[config.mk]
export PLATFORM = sky130hd
export DESIGN_NAME = pipeline_elastic_stage
export DESIGN_NICKNAME = d
export VERILOG_FILES = /design/src/rtl/pipeline_pkg.sv /design/src/rtl/pipeline_elastic_stage_ring.sv /design/src/rtl/pipeline_elastic_stage.sv
export SDC_FILE = /design/constraint.sdc
export NUM_CORES = 1
export LEC_CHECK = 0
export CORE_ASPECT_RATIO = 2
export CORE_MARGIN = 1.5
export CORE_UTILIZATION = 54
export DETAILED_ROUTE_END_ITERATION = 10
export PLACE_DENSITY = 0.94
export SETUP_SLACK_MARGIN = 0.1
export SLEW_MARGIN = 20
export SYNTH_ARGS = -nofsm -noshare
export SYNTH_HDL_FRONTEND = slang
export SYNTH_SLANG_ARGS = --single-unit
[constraint.sdc]
create_clock -name clk -period 4.3 [get_ports clk]
set_input_delay 0.86 -clock clk [delete_from_list [all_inputs] [get_ports clk]]
set_output_delay 0.86 -clock clk [all_outputs]
set_load 0.01 [all_outputs]
[src/rtl/pipeline_pkg.sv]
// ---------------------------------------------------------------------------
// pipeline_pkg
// Shared definitions for the pipeline-register slice:
//   - control_t / pipeline_signal_t : packed image carried between stages
//   - pipeline_signal_width()       : payload width of pipeline_signal_t
//   - CONTROL_MASK                  : every bit of the control field
//   - COP0_KEEP_MASK                : write_cop0 and dest_cop0_rd/sel/data
//   - INSTR_FIELD_MASK              : the instruction word
//   - CLEAR_PIPELINE_SIGNAL         : packed clear image (get_clear_control)
// ---------------------------------------------------------------------------
package pipeline_pkg;

    typedef struct packed {
        logic [14:0] spare;
        logic        reg_write;
        logic        mem_read;
        logic        mem_write;
        logic [4:0]  dest_reg;
        logic        write_cop0;
        logic [4:0]  dest_cop0_rd;
        logic [2:0]  dest_cop0_sel;
        logic [31:0] dest_cop0_data;
    } control_t;

    typedef struct packed {
        logic [31:0] pc;
        logic [31:0] instr;
        control_t    ctrl;
    } pipeline_signal_t;

    function automatic int pipeline_signal_width();
        return $bits(pipeline_signal_t);
    endfunction

    localparam int PIPELINE_SIGNAL_W = $bits(pipeline_signal_t);

    // Clear image: an idle stage carries no writes and no memory access.
    function automatic pipeline_signal_t get_clear_control();
        pipeline_signal_t s;
        s = '0;
        return s;
    endfunction

    function automatic pipeline_signal_t control_mask_f();
        pipeline_signal_t m;
        m = '0;
        m.ctrl = '1;
        return m;
    endfunction

    function automatic pipeline_signal_t cop0_keep_mask_f();
        pipeline_signal_t m;
        m = '0;
        m.ctrl.write_cop0     = 1'b1;
        m.ctrl.dest_cop0_rd   = '1;
        m.ctrl.dest_cop0_sel  = '1;
        m.ctrl.dest_cop0_data = '1;
        return m;
    endfunction

    function automatic pipeline_signal_t instr_mask_f();
        pipeline_signal_t m;
        m = '0;
        m.instr = '1;
        return m;
    endfunction

    localparam pipeline_signal_t CONTROL_MASK          = control_mask_f();
    localparam pipeline_signal_t COP0_KEEP_MASK        = cop0_keep_mask_f();
    localparam pipeline_signal_t INSTR_FIELD_MASK      = instr_mask_f();
    localparam pipeline_signal_t CLEAR_PIPELINE_SIGNAL = get_clear_control();

endpackage

[src/rtl/pipeline_elastic_stage_ring.sv]
// ---------------------------------------------------------------------------
// elastic_ring_buffer
// DEPTH-entry circular buffer: storage, read/write pointers, occupancy,
// flush and reset clear. Pointers wrap explicitly, so DEPTH need not be a
// power of two. The caller guarantees push only when not full and pop only
// when not empty.
// Ports:
//   clk, reset (async, active low)
//   push, wr_data : write wr_data at wr_ptr
//   pop           : retire the entry at rd_ptr
//   flush         : empty the buffer (beats push/pop)
//   rd_data       : entry at rd_ptr
//   count         : occupancy
// ---------------------------------------------------------------------------
module elastic_ring_buffer
    import pipeline_pkg::*;
#(
    parameter int               WIDTH       = PIPELINE_SIGNAL_W,
    parameter int               DEPTH       = 2,
    parameter logic [WIDTH-1:0] CLEAR_VALUE = '0
) (
    input  logic                       clk,
    input  logic                       reset,
    input  logic                       push,
    input  logic [WIDTH-1:0]           wr_data,
    input  logic                       pop,
    input  logic                       flush,
    output logic [WIDTH-1:0]           rd_data,
    output logic [$clog2(DEPTH+1)-1:0] count
);

    localparam int                CNT_W    = $clog2(DEPTH + 1);
    localparam int                PTR_W    = (DEPTH > 1) ? $clog2(DEPTH) : 1;
    localparam logic [PTR_W-1:0]  LAST_PTR = PTR_W'(DEPTH - 1);

    logic [PTR_W-1:0] rd_ptr_reg;
    logic [PTR_W-1:0] wr_ptr_reg;
    logic [CNT_W-1:0] count_reg;
    logic             do_push;
    logic             do_pop;

    logic [DEPTH-1:0][WIDTH-1:0] mem_rd;

    assign do_push = push && !flush;
    assign do_pop  = pop && !flush;

    // One register per entry; each clears to CLEAR_VALUE on reset so that
    // no stale payload survives a reset.
    generate
        for (genvar gi = 0; gi < DEPTH; gi++) begin : g_entry
            logic [WIDTH-1:0] entry_reg;

            always_ff @(posedge clk or negedge reset) begin
                if (!reset) begin
                    entry_reg <= CLEAR_VALUE;
                end else if (do_push && (wr_ptr_reg == PTR_W'(gi))) begin
                    entry_reg <= wr_data;
                end
            end

            assign mem_rd[gi] = entry_reg;
        end
    endgenerate

    always_ff @(posedge clk or negedge reset) begin
        if (!reset) begin
            rd_ptr_reg <= '0;
            wr_ptr_reg <= '0;
            count_reg  <= '0;
        end else if (flush) begin
            rd_ptr_reg <= '0;
            wr_ptr_reg <= '0;
            count_reg  <= '0;
        end else begin
            if (do_push) begin
                wr_ptr_reg <= (wr_ptr_reg == LAST_PTR) ? '0 : wr_ptr_reg + PTR_W'(1);
            end
            if (do_pop) begin
                rd_ptr_reg <= (rd_ptr_reg == LAST_PTR) ? '0 : rd_ptr_reg + PTR_W'(1);
            end
            case ({do_push, do_pop})
                2'b10:   count_reg <= count_reg + CNT_W'(1);
                2'b01:   count_reg <= count_reg - CNT_W'(1);
                default: count_reg <= count_reg;
            endcase
        end
    end

    assign rd_data = mem_rd[rd_ptr_reg];
    assign count   = count_reg;

endmodule

[src/rtl/pipeline_elastic_stage.sv]
// ---------------------------------------------------------------------------
// pipeline_elastic_stage
// Elastic pipeline register: a DEPTH-entry buffer with valid/ready on both
// sides, preserving the stall / bubble / nullify semantics of the single
// register stage and adding flush and masked field retention on nullify.
// Ports:
//   clk, reset (async, active low)
//   in_valid / in_ready / in_data    : upstream handshake and payload
//   out_valid / out_ready / out_data : downstream handshake and head payload
//   stall          : freeze, neither push nor pop
//   bubble         : block pushes, pops continue
//   nullify        : clear NULLIFY_MASK bits of this cycle's push
//   nullify_instr  : also zero INSTR_MASK bits of a nullified push
//   keep_exception : keep KEEP_MASK bits of in_data on a nullified push
//   flush          : discard all entries
//   count          : occupancy
// ---------------------------------------------------------------------------
module pipeline_elastic_stage
    import pipeline_pkg::*;
#(
    parameter int               WIDTH        = PIPELINE_SIGNAL_W,
    parameter int               DEPTH        = 2,
    parameter logic [WIDTH-1:0] CLEAR_VALUE  = '0,
    parameter logic [WIDTH-1:0] NULLIFY_MASK = '0,
    parameter logic [WIDTH-1:0] KEEP_MASK    = '0,
    parameter logic [WIDTH-1:0] INSTR_MASK   = '0
) (
    input  logic                       clk,
    input  logic                       reset,
    input  logic                       in_valid,
    output logic                       in_ready,
    input  logic [WIDTH-1:0]           in_data,
    output logic                       out_valid,
    input  logic                       out_ready,
    output logic [WIDTH-1:0]           out_data,
    input  logic                       stall,
    input  logic                       bubble,
    input  logic                       nullify,
    input  logic                       nullify_instr,
    input  logic                       keep_exception,
    input  logic                       flush,
    output logic [$clog2(DEPTH+1)-1:0] count
);

    localparam int CNT_W = $clog2(DEPTH + 1);

    generate
        if (DEPTH < 1) begin : g_bad_depth
            $fatal(1, "pipeline_elastic_stage: DEPTH must be >= 1");
        end
    endgenerate

    logic             push;
    logic             pop;
    logic [WIDTH-1:0] push_data;
    logic [WIDTH-1:0] head_data;
    logic [CNT_W-1:0] count_int;

    // in_ready deliberately ignores out_ready so the stage never forms a
    // combinational ready path through itself.
    assign in_ready  = reset && !stall && !bubble && !flush && (count_int < CNT_W'(DEPTH));
    assign out_valid = (count_int != '0) && !stall;
    assign push      = in_valid && in_ready;
    assign pop       = out_valid && out_ready && !flush;

    // An empty stage presents the clear image so downstream sees inert control.
    assign out_data  = (count_int != '0) ? head_data : CLEAR_VALUE;
    assign count     = count_int;

    // Nullify transform: control field returns to its clear value, the cop0
    // exception fields optionally survive, the instruction optionally zeroes.
    always_comb begin
        push_data = in_data;
        if (nullify) begin
            push_data = (in_data & ~NULLIFY_MASK) | (CLEAR_VALUE & NULLIFY_MASK);
            if (keep_exception) begin
                push_data = (push_data & ~KEEP_MASK) | (in_data & KEEP_MASK);
            end
            if (nullify_instr) begin
                push_data = push_data & ~INSTR_MASK;
            end
        end
    end

    elastic_ring_buffer #(
        .WIDTH       (WIDTH),
        .DEPTH       (DEPTH),
        .CLEAR_VALUE (CLEAR_VALUE)
    ) u_ring (
        .clk     (clk),
        .reset   (reset),
        .push    (push),
        .wr_data (push_data),
        .pop     (pop),
        .flush   (flush),
        .rd_data (head_data),
        .count   (count_int)
    );

endmodule

Word level (Yosys, flattened, before mapping) --
Index checks and enable logic that the tools add are counted.
Storage, ports and cells: output and inout port bits 132, memories kept 0, input port bits 138, bits in writable memories 0, ROM bits 0, latch bits 0, register bits 260
Cells by class: add/sub/neg operators 4, mux-type cells 11, divide/modulo/power cells 0, shift operators 0, reduce and logical (&&, ||, !) cells 19, multipliers 0, equality and inequality tests 2, $lt $le $gt $ge 2, bitwise operators 1
Operator list (count):
- $mux W128 | 3
- $logic_and A1 B1 Y1 | 12
- $mux W1 | 6
- $reduce_bool A2 Y1 | 3
- $pmux W2 S2 | 1
- $logic_not A1 Y1 | 3
- $reduce_bool A3 Y1 | 1
- $add A1 B1 Y1 const B | 2
- $add A2 B1 Y2 const B | 1
- $eq A2 B1 Y1 const B | 1
- $eq A2 B2 Y1 const B | 1
- $lt A1 B2 Y1 const B | 1
- $lt A2 B2 Y1 const B | 1
- $mux W2 | 1
- $sub A2 B1 Y2 const B | 1
- $not A1 Y1 | 1

Longest topological paths before layout --
word-level depth 10, depth in mapped cells 6

Hierarchy --
Synthesis repeated with hierarchy kept, for this count alone.
Unflattened totals: cells, all modules 850, area, all modules 12293.0 sq um
Modules (own cells, without submodules):
- elastic_ring_buffer | sequential area each 6506.2 sq um, area each 11303.3 sq um, times used 1, cells an instance 701
- pipeline_elastic_stage | sequential area each 0.0 sq um, area each 989.7 sq um, times used 1, cells an instance 149

Least setup slack after synthesis --
Ideal clock, no wire load.
path kind input-to-reg, from input port bubble, to register u_ring.g_entry[0].entry_reg[54], data required time 4.175 ns, library setup time 0.125 ns, arrival 2.208 ns, cell stages on the path 6, buffers on the path 2, path slack 1.967 ns, path through nand2b_1 -> nor4_4 -> nor2b_1 -> buf_4 -> buf_6 -> mux2_2
Between the ends: longest elaborated chain between the ends 7
Ends and longest elaborated chain:
- start: declaration | line pipeline_elastic_stage.sv:37 | input logic bubble,
- $logic_not A1 Y1 | line pipeline_elastic_stage.sv:61 | assign in_ready = reset && !stall && !bubble && !flush && (count_int < CNT_W'(DEPTH));
- $logic_and A1 B1 Y1 (3 in series) | line pipeline_elastic_stage.sv:61
- $logic_and A1 B1 Y1 | line pipeline_elastic_stage.sv:63 | assign push = in_valid && in_ready;
- $logic_and A1 B1 Y1 | line pipeline_elastic_stage_ring.sv:44 | assign do_push = push && !flush;
- $logic_and A1 B1 Y1 | line pipeline_elastic_stage_ring.sv:56 | end else if (do_push && (wr_ptr_reg == PTR_W'(gi))) begin
- end signal: assignment | line pipeline_elastic_stage_ring.sv:57 | entry_reg <= wr_data;
- end: declaration | line pipeline_elastic_stage_ring.sv:51 | logic [WIDTH-1:0] entry_reg;
No other way between the ends. A chain may end at the register's enable or synchronous reset.

Worst setup path after layout --
from register u_ring.rd_ptr_reg, to output port out_data[36]
Between the ends: longest elaborated chain between the ends 3
Ends and longest elaborated chain:
- start: declaration | line pipeline_elastic_stage_ring.sv:36 | logic [PTR_W-1:0] rd_ptr_reg;
- start signal: assignment | line pipeline_elastic_stage_ring.sv:79 | rd_ptr_reg <= (rd_ptr_reg == LAST_PTR) ? '0 : rd_ptr_reg + PTR_W'(1);
- $mux W128 (implied by the code) (2 in series) | line pipeline_elastic_stage_ring.sv:89 | assign rd_data = mem_rd[rd_ptr_reg];
- $mux W128 | line pipeline_elastic_stage.sv:67 | assign out_data = (count_int != '0) ? head_data : CLEAR_VALUE;
- end: declaration | line pipeline_elastic_stage.sv:35 | output logic [WIDTH-1:0] out_data,
No other way between the ends. The select of a mux whose other input is x is not followed.

==> results.ini <==
[floorplanning]
start_util_pct=55.2
die_h_um=210
num_rows=75
core-area_mm2=0.0210
top_level_ports=270
dieArea_mm2=0.0224
die_x_um=107

[synth]
synth_area_leaders=dfrtp_1 (56%), mux2_1 (21%), mux2i_1 (11%)
synthCells=849
synth-xor-area-share_pct=0.0755
synth_top_family_by_area=multiplexers
yosysMostFrequentCell=dfrtp_1
synthSimpleGateAreaFrac_pct=4.89
synthAdderAreaFrac_pct=0
synth_top_flop_cell=dfrtp_1
netlist.area_leader.share_pct=56.1
syn_avg_cell_area_um2=13.7
syn_nets=987
yosysUniqueCellTypes=23
synthMuxAreaShare_pct=35.9
synthTopCellsByCount=dfrtp_1 (260), mux2_1 (219), nor2_1 (131), mux2i_1 (128), mux2_2 (37)
async_flop_share_pct=100
ys_warn_count=0
yosysSeqAreaShare_pct=56.1
synth-seq-cells=260
synth-edff-count=0
synth.cell_area_mm2=0.0116
synth_top_area_cell=dfrtp_1
synth-compound-area-share_pct=0.313

[clock_network]
post-cts-setup-buffers=0
ctsHoldBuffers=0
clockRootBuffer=clkbuf_16
cts_num_sinks=260
path_clk_slew_ns=0.07
numCtsBuffers=23
cts_tree=yes
clkLatencyLatePin_ns=0.52
cts_max_level=1
cts_resized=0
clockBufferDepth=3

[place]
hpwlAfterDp_mm=18.3
portBuffers=266
gp_congestion=0.814
placed_cells=1341
dpl_cell_area_mm2=0.0145

[power_and_ir_drop]
p_leak_nw=6.66
p_per_area_mw_per_mm2=373
power_w=0.00568
peakVddDrop_mv=0.403

[final_layout]
fin_cells=1382
nNetsFinal=1235
design_area_mm2=0.0152
drive_gt1_share_pct=8.12
largest_reg_flops=256
area_growth_pct=31.4
fill_cells=1360

[grt]
grt_util_all_layers_pct=24.8
grt_max_degree=129
grt_pass1_wl_mm=43.6
grt_antenna_before_repair=4
grt_pass1_vias=8335
gr-total-overflow=0

[run_status]
status=finished clean

[sta]
slew_headroom_pct=29.5
worstMarginPinSlew_ns=1.06
slew_viol_final=0
post-route-period-util_pct=88.2
finalHoldViolCount=0
whs_ns=0.197
max_freq_mhz=264
layout_min_cycle_time_ns=3.79
skew_ns=0.00927
rsz0062_at_grt=no
finalSetupViolCount=0
setup-tns-final_ns=0

[detailed_routing]
drt_pass1_iterations=4
drc_errors=0
vias=7585
ant_nets=0
drt-total-wl_mm=27.3
drt_iter0_drc=191
viasPerCell=5.49
routedWlPerCell_um=19.8

[setup_path]
criticalPathCategory=flip-flop to primary output
required_ns=3.44
start_kind=flip-flop
cp-end-kind=primary output
crit_fanout=56
arrival_ns=2.93

[flow_run]
cap_violations=0

[hold_path]
hold_class=input pin to asynchronous set/reset pin

power by group:
group / total, W / internal, W / leakage [nW] / switching, W
Clock: 0.00205 / 0.00118 / 0.364 / 0.000872
Sequential: 0.00292 / 0.00276 / 3.40 / 0.000160
Combinational: 0.000700 / 0.000412 / 2.90 / 0.000289
cell families (layout without fill, tap and decap cells):
logic type / count (synthesis) / after routing
simple gates: 141 / 141
flops: 260 / 260
mux: 384 / 384
xor+xnor: 1 / 1
compound gates: 6 / 6
buf+inv: 57 / 317
other cells: 0 / 4
metrics by stage:
| step | setup slack (ns) | util, % |
|---|---|---|
| after CTS | 0.473 | 72.4 |
| after global routing | 0.412 | 72.5 |
| after global placement | 1.13 | 68.9 |
| after floorplan | 1.97 | - |
| after detailed placement | 1.10 | 68.9 |
| final | 0.508 | 72.5 |
final timing paths:
path                                                  from                               end  slack (ns)  cells after the start
min in group clk           u_ring.g_entry[0].entry_reg[26]   u_ring.g_entry[0].entry_reg[26]        0.48                      1
setup reg to reg                           u_ring.count[1]   u_ring.g_entry[1].entry_reg[65]        1.99                      5
hold reg to reg            u_ring.g_entry[0].entry_reg[26]   u_ring.g_entry[0].entry_reg[26]        0.48                      1
hold / removal                                       reset   u_ring.g_entry[0].entry_reg[94]        0.20                      1
max in group asynchronous                            reset  u_ring.g_entry[0].entry_reg[112]        2.99                      2
setup / recovery                         u_ring.rd_ptr_reg                      out_data[36]        0.51                      4
layer usage:
| metal | track usage [%] | wire length [um] | share of wire (%) |
|---|---|---|---|
| met5 | 0 | 0 | 0 |
| met4 | 15.6 | 1830 | 6.7 |
| met3 | 3.22 | 1080 | 3.9 |
| met2 | 44.5 | 14600 | 54 |
| met1 | 27.0 | 9770 | 36 |
area by class of cell:
type	count	area (um^2)	share of cell area, %
well taps	269	337	2.21
flip-flops and latches	260	6510	42.7
multi-input cells	532	4800	31.5
repair buffers	280	2840	18.7
diodes	4	10.0	0.0657
clock buffers	32	659	4.33
clock inverters	5	75.1	0.493
cells in the final DEF, fill, tap and decap left out, drive strengths merged, types with 2 or more instances in the layout:
| master | count |
|---|---|
| bufinv | 2 |
| clkinv | 3 |
| clkbuf | 32 |
| buf | 15 |
| nor2 | 131 |
| a21oi | 3 |
| mux2 | 256 |
| dfrtp | 260 |
| clkdlybuf4s50 | 265 |
| mux2i | 128 |
| nand2b | 3 |
| nor4 | 2 |
| diode | 4 |
critical path: stages, from the launching register on:
cell	delay [ns]
dfrtp_4	1.09
buf_12	0.31
mux2i_1	0.14
nor2_1	0.21
clkdlybuf4s50_1	0.58
Note: power is estimated with default switching activity, not from simulation.
